<file path="src/rtl/raizing_gfx_arbiter.sv">
// Round-robin share of one graphics-ROM slot between four tile fetchers.
// Optional OBJ priority: define RAIZING_GFXARB_OBJPRIO_EN.
module raizing_gfx_arbiter #(
    parameter int AW      = 22,
    parameter int DW      = 32,
    parameter int TIMEOUT = 1023
) (
    input  logic          CLK,
    input  logic          RESET,
    input  logic          CS0,
    input  logic          CS1,
    input  logic          CS2,
    input  logic          CS3,
    input  logic [AW-1:0] ADDR0,
    input  logic [AW-1:0] ADDR1,
    input  logic [AW-1:0] ADDR2,
    input  logic [AW-1:0] ADDR3,
    output logic          OK0,
    output logic          OK1,
    output logic          OK2,
    output logic          OK3,
    output logic [DW-1:0] DATA0,
    output logic [DW-1:0] DATA1,
    output logic [DW-1:0] DATA2,
    output logic [DW-1:0] DATA3,
    output logic          ROM_CS,
    output logic [AW-1:0] ROM_ADDR,
    input  logic          ROM_OK,
    input  logic [DW-1:0] ROM_DOUT,
    output logic [1:0]    GNT,
    output logic          ERR
);

    localparam int CW = (TIMEOUT > 1) ? $clog2(TIMEOUT) : 1;

    typedef enum logic [1:0] {S_IDLE, S_BUSY, S_GAP} state_t;

    state_t          r_state;
    state_t          w_next;
    logic [3:0]      r_valid;
    logic [AW-1:0]   r_laddr [4];
    logic [DW-1:0]   r_ldata [4];
    logic            r_rom_cs;
    logic [AW-1:0]   r_rom_addr;
    logic [1:0]      r_gnt;
    logic [1:0]      r_ptr;
    logic            r_err;
    logic            r_first;
    logic [CW-1:0]   r_cnt;

    logic [3:0]      w_cs;
    logic [AW-1:0]   w_addr [4];
    logic [3:0]      w_hit;
    logic [3:0]      w_pend;
    logic [3:0]      w_cand;
    logic [1:0]      w_sel;
    logic            w_any;
    logic            w_done;
    logic            w_tmo;

    assign w_cs      = {CS3, CS2, CS1, CS0};
    assign w_addr[0] = ADDR0;
    assign w_addr[1] = ADDR1;
    assign w_addr[2] = ADDR2;
    assign w_addr[3] = ADDR3;

    always_comb begin
        w_hit = '0;
        for (int i = 0; i < 4; i++)
            w_hit[i] = r_valid[i] && (w_addr[i] == r_laddr[i]);
    end

    assign w_pend = w_cs & ~w_hit;

`ifdef RAIZING_GFXARB_OBJPRIO_EN
    assign w_cand = w_pend[0] ? 4'b0001 : (w_pend & 4'b1110);
`else
    assign w_cand = w_pend;
`endif

    // Scan PTR+1 .. PTR+4 so the last winner has lowest priority.
    always_comb begin
        w_sel = r_ptr;
        w_any = 1'b0;
        for (int i = 1; i <= 4; i++) begin
            if (!w_any && w_cand[r_ptr + 2'(i)]) begin
                w_sel = r_ptr + 2'(i);
                w_any = 1'b1;
            end
        end
    end

    // OK may be stale from the previous address on the first BUSY cycle.
    assign w_done = (r_state == S_BUSY) && !r_first && ROM_OK;
    assign w_tmo  = (TIMEOUT != 0) && (r_state == S_BUSY) && !w_done
                    && (r_cnt == CW'(TIMEOUT - 1));

    always_comb begin
        w_next = r_state;
        unique case (r_state)
            S_IDLE:  if (w_any) w_next = S_BUSY;
            S_BUSY:  if (w_done || w_tmo) w_next = S_GAP;
            S_GAP:   w_next = S_IDLE;
            default: w_next = S_IDLE;
        endcase
    end

    always_ff @(posedge CLK) begin
        if (RESET) r_state <= S_IDLE;
        else       r_state <= w_next;
    end

    always_ff @(posedge CLK) begin
        if (RESET) begin
            r_valid    <= '0;
            r_rom_cs   <= 1'b0;
            r_rom_addr <= '0;
            r_gnt      <= '0;
            r_ptr      <= '0;
            r_err      <= 1'b0;
            r_first    <= 1'b0;
            r_cnt      <= '0;
            for (int i = 0; i < 4; i++) begin
                r_laddr[i] <= '0;
                r_ldata[i] <= '0;
            end
        end else begin
            unique case (r_state)
                S_IDLE: begin
                    r_rom_cs <= w_any;
                    if (w_any) begin
                        r_rom_addr <= w_addr[w_sel];
                        r_gnt      <= w_sel;
                        r_cnt      <= '0;
                        r_first    <= 1'b1;
                    end
                end
                S_BUSY: begin
                    r_first <= 1'b0;
                    if (w_done) begin
                        r_ldata[r_gnt] <= ROM_DOUT;
                        r_laddr[r_gnt] <= r_rom_addr;
                        r_valid[r_gnt] <= 1'b1;
                    end else begin
                        r_cnt <= r_cnt + CW'(1);
                        if (w_tmo) r_err <= 1'b1;
                    end
                    if (w_done || w_tmo) begin
                        r_rom_cs <= 1'b0;
`ifdef RAIZING_GFXARB_OBJPRIO_EN
                        if (r_gnt != 2'd0) r_ptr <= r_gnt;
`else
                        r_ptr <= r_gnt;
`endif
                    end
                end
                default: r_rom_cs <= 1'b0;
            endcase
        end
    end

    assign OK0      = w_cs[0] & w_hit[0];
    assign OK1      = w_cs[1] & w_hit[1];
    assign OK2      = w_cs[2] & w_hit[2];
    assign OK3      = w_cs[3] & w_hit[3];
    assign DATA0    = r_ldata[0];
    assign DATA1    = r_ldata[1];
    assign DATA2    = r_ldata[2];
    assign DATA3    = r_ldata[3];
    assign ROM_CS   = r_rom_cs;
    assign ROM_ADDR = r_rom_addr;
    assign GNT      = r_gnt;
    assign ERR      = r_err;

endmodule

</file>
<file path="config.mk">
export PLATFORM = sky130hd
export DESIGN_NAME = raizing_gfx_arbiter
export DESIGN_NICKNAME = d
export VERILOG_FILES = /design/src/rtl/raizing_gfx_arbiter.sv
export SDC_FILE = /design/constraint.sdc
export NUM_CORES = 1
export LEC_CHECK = 0
export ABC_CLOCK_PERIOD_IN_PS = 2980
export CORE_MARGIN = 2
export CORE_UTILIZATION = 45
export CTS_CLUSTER_DIAMETER = 50
export DETAILED_ROUTE_END_ITERATION = 8
export PLACE_DENSITY = 0.86
export SLEW_MARGIN = 20
export SYNTH_ARGS = -nofsm -noshare
export SYNTH_HDL_FRONTEND = slang
export SYNTH_SLANG_ARGS = --single-unit
</file>
<file path="constraint.sdc">
create_clock -name CLK -period 2.98 [get_ports CLK]
set_input_delay 0.596 -clock CLK [delete_from_list [all_inputs] [get_ports CLK]]
set_output_delay 0.596 -clock CLK [all_outputs]
set_load 0.02 [all_outputs]
</file>
# Word-level counts from Yosys, hierarchy flattened
# Memory sizes are Yosys's and may differ from the RTL's.
# Index checks and enable logic that the tools add are counted.
word_totals:
  memories: 2
  output_inout_bits: 158
  mem_bits_rw: 216
  elab_cells: 112
  register_bits: 45
op_classes:
  n_mux: 43
  n_lt_le_gt_ge: 7
  eq_ne: 9
  n_reduce_logical: 29
  bitwise_logic: 9
  n_addsub: 4
mem_list:
  columns: ["name", "words", "width", "rd", "rd_ports_with_merged_regs", "write_ports", "line_no", "source"]
  rows:
  - ["r_ldata", 4, 32, 4, 0, 4, "42", "logic [DW-1:0] r_ldata [4];"]
  - ["r_laddr", 4, 22, 4, 0, 4, "41", "logic [AW-1:0] r_laddr [4];"]
ops:
  columns: ["cell", "n"]
  rows:
  - ["== test 22 bit", 4]
  - ["two-way mux 22 bit", 3]
  - ["binary-select mux 22 bit (select 2 bit)", 1]
  - ["two-way mux 32 bit", 1]
  - ["OR reduction 32 bit", 1]
  - ["OR reduction 22 bit", 1]
  - ["two-way mux 10 bit", 2]
  - ["case mux 10 bit (2 select lines)", 1]
  - ["two-way mux 1 bit", 19]
  - ["two-way mux 2 bit", 8]
  - ["less-than comparator 2 x 3 -> 1 bit, second input constant", 5]
  - ["logical AND 1 bit", 12]
  - ["adder 10 x 1 -> 10 bit, second input constant", 1]
  - ["== test 10 bit, second input constant", 1]
  - ["AND reduction 2 bit", 5]
  - ["binary-select mux 1 bit (select 2 bit)", 4]
  - ["AND reduction 3 bit", 2]
  - ["logical NOT 1 bit", 5]
  - ["adder 2 bit, second input constant", 2]
  - ["bitwise AND 1 bit", 4]
  - ["bitwise AND 4 bit", 1]
  - ["inequality test 2 bit, second input constant", 2]
  - ["NOT 4 bit", 1]
  - ["OR 4 bit", 1]
  - ["other kinds (13)", 14]

# Depth between registers and ports, before layout
depth:
  ltp_word: 20
  depth_mapped: 10
  mapped_depth_nobuf: 8

# Least setup slack after synthesis
# OpenSTA, ideal clock, no wires.
synth_timing:
  path_kind: "input-to-reg"
  start: "input port ADDR2[21]"
  end: "register r_rom_addr[15], in the netlist ROM_ADDR[15]"
  setup_ps: 138
  path_buffers: 2
  path_slack_ps: -250
  stages: 10
  arrival_time_ps: 3092
  cell_sequence: "xor2_1 or4_1 or4_1 o21a_1 or4_1 buf_2 nand2_1 or3_1 buf_2 o221ai_1"
synth_between:
  elab_chain_len: 20
  word_cells_on_any_way: 31
synth_rtl:
  columns: ["element", "line_no", "source"]
  rows:
  - ["start: declaration", "16", "input logic [AW-1:0] ADDR2,"]
  - ["== test 22 bit (*)", "70", "w_hit[i] = r_valid[i] && (w_addr[i] == r_laddr[i]);"]
  - ["logical AND 1 bit (*)", "70", null]
  - ["NOT 4 bit (*)", "73", "assign w_pend = w_cs & ~w_hit;"]
  - ["bitwise AND 4 bit (*)", "73", null]
  - ["binary-select mux 1 bit (select 2 bit)", "86", "if (!w_any && w_cand[r_ptr + 2'(i)]) begin"]
  - ["two-way mux 1 bit (implied by the code)", "86", null]
  - ["two-way mux 1 bit", "86", null]
  - ["logical NOT 1 bit", "86", null]
  - ["[... 3 more ...]", null, null]
  - ["logical AND 1 bit", "86", null]
  - ["two-way mux 1 bit", "86", null]
  - ["logical NOT 1 bit", "86", null]
  - ["logical AND 1 bit", "86", null]
  - ["two-way mux 2 bit", "86", null]
  - ["NOT 2 -> 3 bit (implied by the code)", "132", "r_rom_addr <= w_addr[w_sel];"]
  - ["binary-select mux 22 bit (select 2 bit)", "132", null]
  - ["two-way mux 22 bit (implied by the code) (2 in a row)", "132", null]
  - ["end signal: assignment", "132", null]
  - ["end: declaration", "44", "logic [AW-1:0] r_rom_addr;"]
# Every way passes the cells marked *; elsewhere a longest branch is shown, timed or not. The select of a mux whose other input is x is not followed.
# A chain may end at the register's enable or synchronous reset.

==> impl_metrics.py <==
metrics = {
    "run_status": {
        "outcome": "complete, but fails checks",
        "failed_checks": "negative setup slack",
    },
    "sta": {
        "timing.final.setup_violations": 31,
        "max_slew_margin_pct": 61.5,
        "max_clock_freq_mhz": 321,
        "post-route-min-period_ns": 3.12,
        "worst_clock_skew_ns": 0.0196,
        "worst_pin_slew_ns": 0.575,
        "grt_setup_unrepaired": "yes",
        "finalCritPeriodShare_pct": 105,
        "final_max_slew_viol_count": 0,
        "finalHoldViolations": 0,
        "fin_ws_ns": -0.139,
        "hold-worst-slack_ns": 0.422,
    },
    "critical_path": {
        "timing.critical_path.slowest_cell_delay_ns": 0.54,
        "worst_r2r_endpoint": "r_cnt[7]",
        "worstSetupStartpointType": "register",
        "rr_startpoint": "r_laddr[2][21]",
        "worst_ep_arrival_time_ns": 3.60,
        "required_ns": 3.46,
        "critPathMostFrequentCell": "sky130_fd_sc_hd__or4_4",
        "critical_path.endpoint_type": "register",
        "worstPathCellList": "xor2_2 > or4_4 > or4_4 > o21a_1 > or4_4 > buf_6 > o2111ai_4 > o21ai_1 > a21boi_2",
        "critical_path_class": "register to register",
        "crit_path_max_fanout": 8,
        "rrSetupSlack_ns": -0.14,
        "ff2ff_path_depth": 9,
        "critical_path.slowest_cell": "sky130_fd_sc_hd__or4_4",
    },
    "worst_hold_path": {
        "min_path_cells": 3,
        "endpoint_with_the_worst_hold_slack": "ROM_ADDR[6]",
        "min-delay-path-class": "input port to register",
        "hp-start": "ADDR0[6]",
    },
    "grt": {
        "grt_usage_pct": 26.2,
        "overflow": 0,
        "grt_max_degree": 42,
        "grt_antenna_before_repair": 1,
        "grt_pass1_vias": 9006,
        "global_route_wire_length_before_repair_um": 52300,
    },
    "floorplanning": {
        "initial_utilization_pct": 45.4,
        "die_y_um": 163,
        "design.die.area_um2": 26500,
        "core_area_um2": 25000,
        "dieWidth_um": 163,
        "core.rowCount": 58,
        "num_io_pins": 285,
    },
    "power_and_ir_drop": {
        "power.static_leakage_nw": 6.49,
        "power_density_nw_per_um2": 559,
        "max-vdd-ir-drop_mv": 0.587,
    },
    "layout": {
        "synthToLayoutAreaGrowth_pct": 46.3,
        "final_core_utilization_pct": 66.5,
        "layout.cell_area.non_filler_um2": 16600,
        "nets": 1322,
        "drive_above_1_share_pct": 15.6,
        "layout_common_cells": "sky130_fd_sc_hd__clkdlybuf4s50_1 (257), sky130_fd_sc_hd__edfxtp_1 (216), sky130_fd_sc_hd__and2_1 (163), sky130_fd_sc_hd__buf_4 (56), sky130_fd_sc_hd__and3_1 (55)",
        "layout.cells.most_common": "sky130_fd_sc_hd__clkdlybuf4s50_1",
    },
    "synth": {
        "mean_area_per_synthesized_cell_um2": 13.4,
        "synth_top_area_cell": "sky130_fd_sc_hd__edfxtp_1",
        "synth.distinct_cells": 47,
        "post_synth_inst_count": 847,
        "synth.area.top_cells": "sky130_fd_sc_hd__edfxtp_1 (57%), sky130_fd_sc_hd__and2_1 (9.0%), sky130_fd_sc_hd__dfxtp_1 (7.9%)",
        "async_flop_share_pct": 0,
        "synth-warning-count": 0,
        "synth_enable_flop_cells": 216,
        "synth_seq_area_share_pct": 65.1,
        "postSynthRegisterBits": 261,
        "yosysTopAreaCellShare_pct": 57.2,
        "synth_fp_nets": 976,
        "synth_top_flop_cell": "sky130_fd_sc_hd__edfxtp_1",
        "synth.cell_area_um2": 11300,
    },
    "cts": {
        "cts_max_path_buffers": 3,
        "tritoncts_clock_tree": "done",
        "clk-insertion-delay-late_ns": 0.55,
        "cts.clk_slew.worst_paths_ns": 0.06,
        "cts_made_buffers": 31,
        "htree_levels": 1,
        "root_buffer": "sky130_fd_sc_hd__clkbuf_16",
        "cts_sinks": 261,
    },
    "route": {
        "avgRoutedWirePerCell_um": 23.5,
        "drt-pass1-iter-count": 5,
        "via_per_inst": 5.52,
        "routed-via-count": 8541,
        "drtIter0Drc": 770,
        "drc_errors": 0,
        "drtAntennaViolNets": 0,
        "routed_wl_um": 36300,
    },
    "placed_design": {
        "placement.io_buffers": 284,
        "dpl.hpwl_um": 24000,
        "placedInstanceArea_um2": 15000,
        "gpl.final_weighted_congestion": 0.921,
        "preCtsSetupSlack_ns": -1.05,
    },
    "run": {
        "cap_viol_max_count": 0,
    },
}
where the power goes:
part           switching, mW  internal [mW]  total, mW
Sequential             0.145           4.14       4.28
Combinational          0.727          0.671       1.40
Clock                   1.49           2.11       3.60
layer usage:
metal  vias to the layer above  GRT usage (%)  wire (um)
met3                        97           8.51       4150
met4                         2           10.6       1580
met2                       506           45.0      17600
met1                      4170           30.2      13000
met5                         -              0         13
li1                       3766              -          -
final cells by class:
| type | count | area (um^2) |
|---|---|---|
| inverter | 10 | 37.5 |
| clock buffer | 39 | 816 |
| tap | 330 | 413 |
| timing repair buffer | 357 | 3620 |
| sequential | 261 | 7390 |
| fill | 1711 | 8360 |
| antenna | 1 | 2.50 |
| clock inverter | 17 | 156 |
| multi-input combinational | 532 | 4170 |
metrics by stage:
step	instances	setup TNS, ns	total power [mW]
6_report	1547	-1.59	9.28
2_1_floorplan	847	-3.05	4.85
4_1_cts	1541	-0.244	9.21
3_3_place_gp	1481	-29.74	5.57
3_5_place_dp	1481	-31.97	5.60
5_1_grt	1546	-3.72	9.54
cell usage after synthesis (8+ instances only):
cell type                  instances
sky130_fd_sc_hd__and2_1          163
sky130_fd_sc_hd__and3_1           56
sky130_fd_sc_hd__buf_2             8
sky130_fd_sc_hd__clkbuf_1         33
sky130_fd_sc_hd__dfxtp_1          45
sky130_fd_sc_hd__edfxtp_1        216
sky130_fd_sc_hd__inv_1            10
sky130_fd_sc_hd__mux2i_1          50
sky130_fd_sc_hd__nand2_1          32
sky130_fd_sc_hd__nand4_1          15
sky130_fd_sc_hd__nor2_1           15
sky130_fd_sc_hd__nor3_1            9
sky130_fd_sc_hd__nor4_1           10
sky130_fd_sc_hd__o21ai_0           8
sky130_fd_sc_hd__o221ai_1         22
sky130_fd_sc_hd__xnor2_1          49
sky130_fd_sc_hd__xor2_1           39
how the worst max path moves through the flow:
stage                   startpoint        to  slack [ns]  cells past startpoint
CTS                 r_laddr[2][21]  r_cnt[7]       -0.05                      9
finish              r_laddr[2][21]  r_cnt[7]       -0.14                      9
global route        r_laddr[2][21]  r_cnt[7]       -0.24                      9
floorplan                ADDR2[21]  r_cnt[3]       -0.20                      9
global placement         ADDR2[20]  r_cnt[9]       -0.90                     10
detailed placement       ADDR2[20]  r_cnt[7]       -1.05                     10
worst max-delay path, delay by kind of cell, from the launching register on:
family	cells	cell delay [ns]
AND/OR/NAND/NOR	3	1.47
AO/OA/AOI/OAI	4	0.83
flip-flops	1	0.40
XOR/XNOR	1	0.17
buffers and inverters	1	0.17
kinds of logic (layout without fill, tap and decap cells):
family	Yosys count	after routing	synth area share (%)
simple gates	330	330	17.3
flops	261	261	65.1
xor+xnor	88	88	6.79
compound gates	62	62	4.28
buf+inv	54	423	1.88
mux	50	50	4.41
fa+ha+maj	2	2	0.221
other cells	0	1	0
what timing repair did:
| item | in CTS | in global routing |
|---|---|---|
| pin swaps | 16 | 26 |
| hold buffers | 0 | 0 |
| resized for setup | 43 | 84 |
| cloned | 1 | 2 |
| endpoints found under the hold margin | 0 | 0 |
| buffers inserted | 3 | 3 |
| endpoints found under the setup margin | 41 | 38 |
sequential cells by signal, summed over array words and instances (netlist names):
signal    cells
ERR           1
GNT           2
r_laddr      88
ROM_ADDR     22
r_ldata     128
ROM_CS        1
r_valid       4
r_cnt        10
r_state       2
r_first       1
r_ptr         2
No activity file was read; power rests on OpenSTA's default activity.
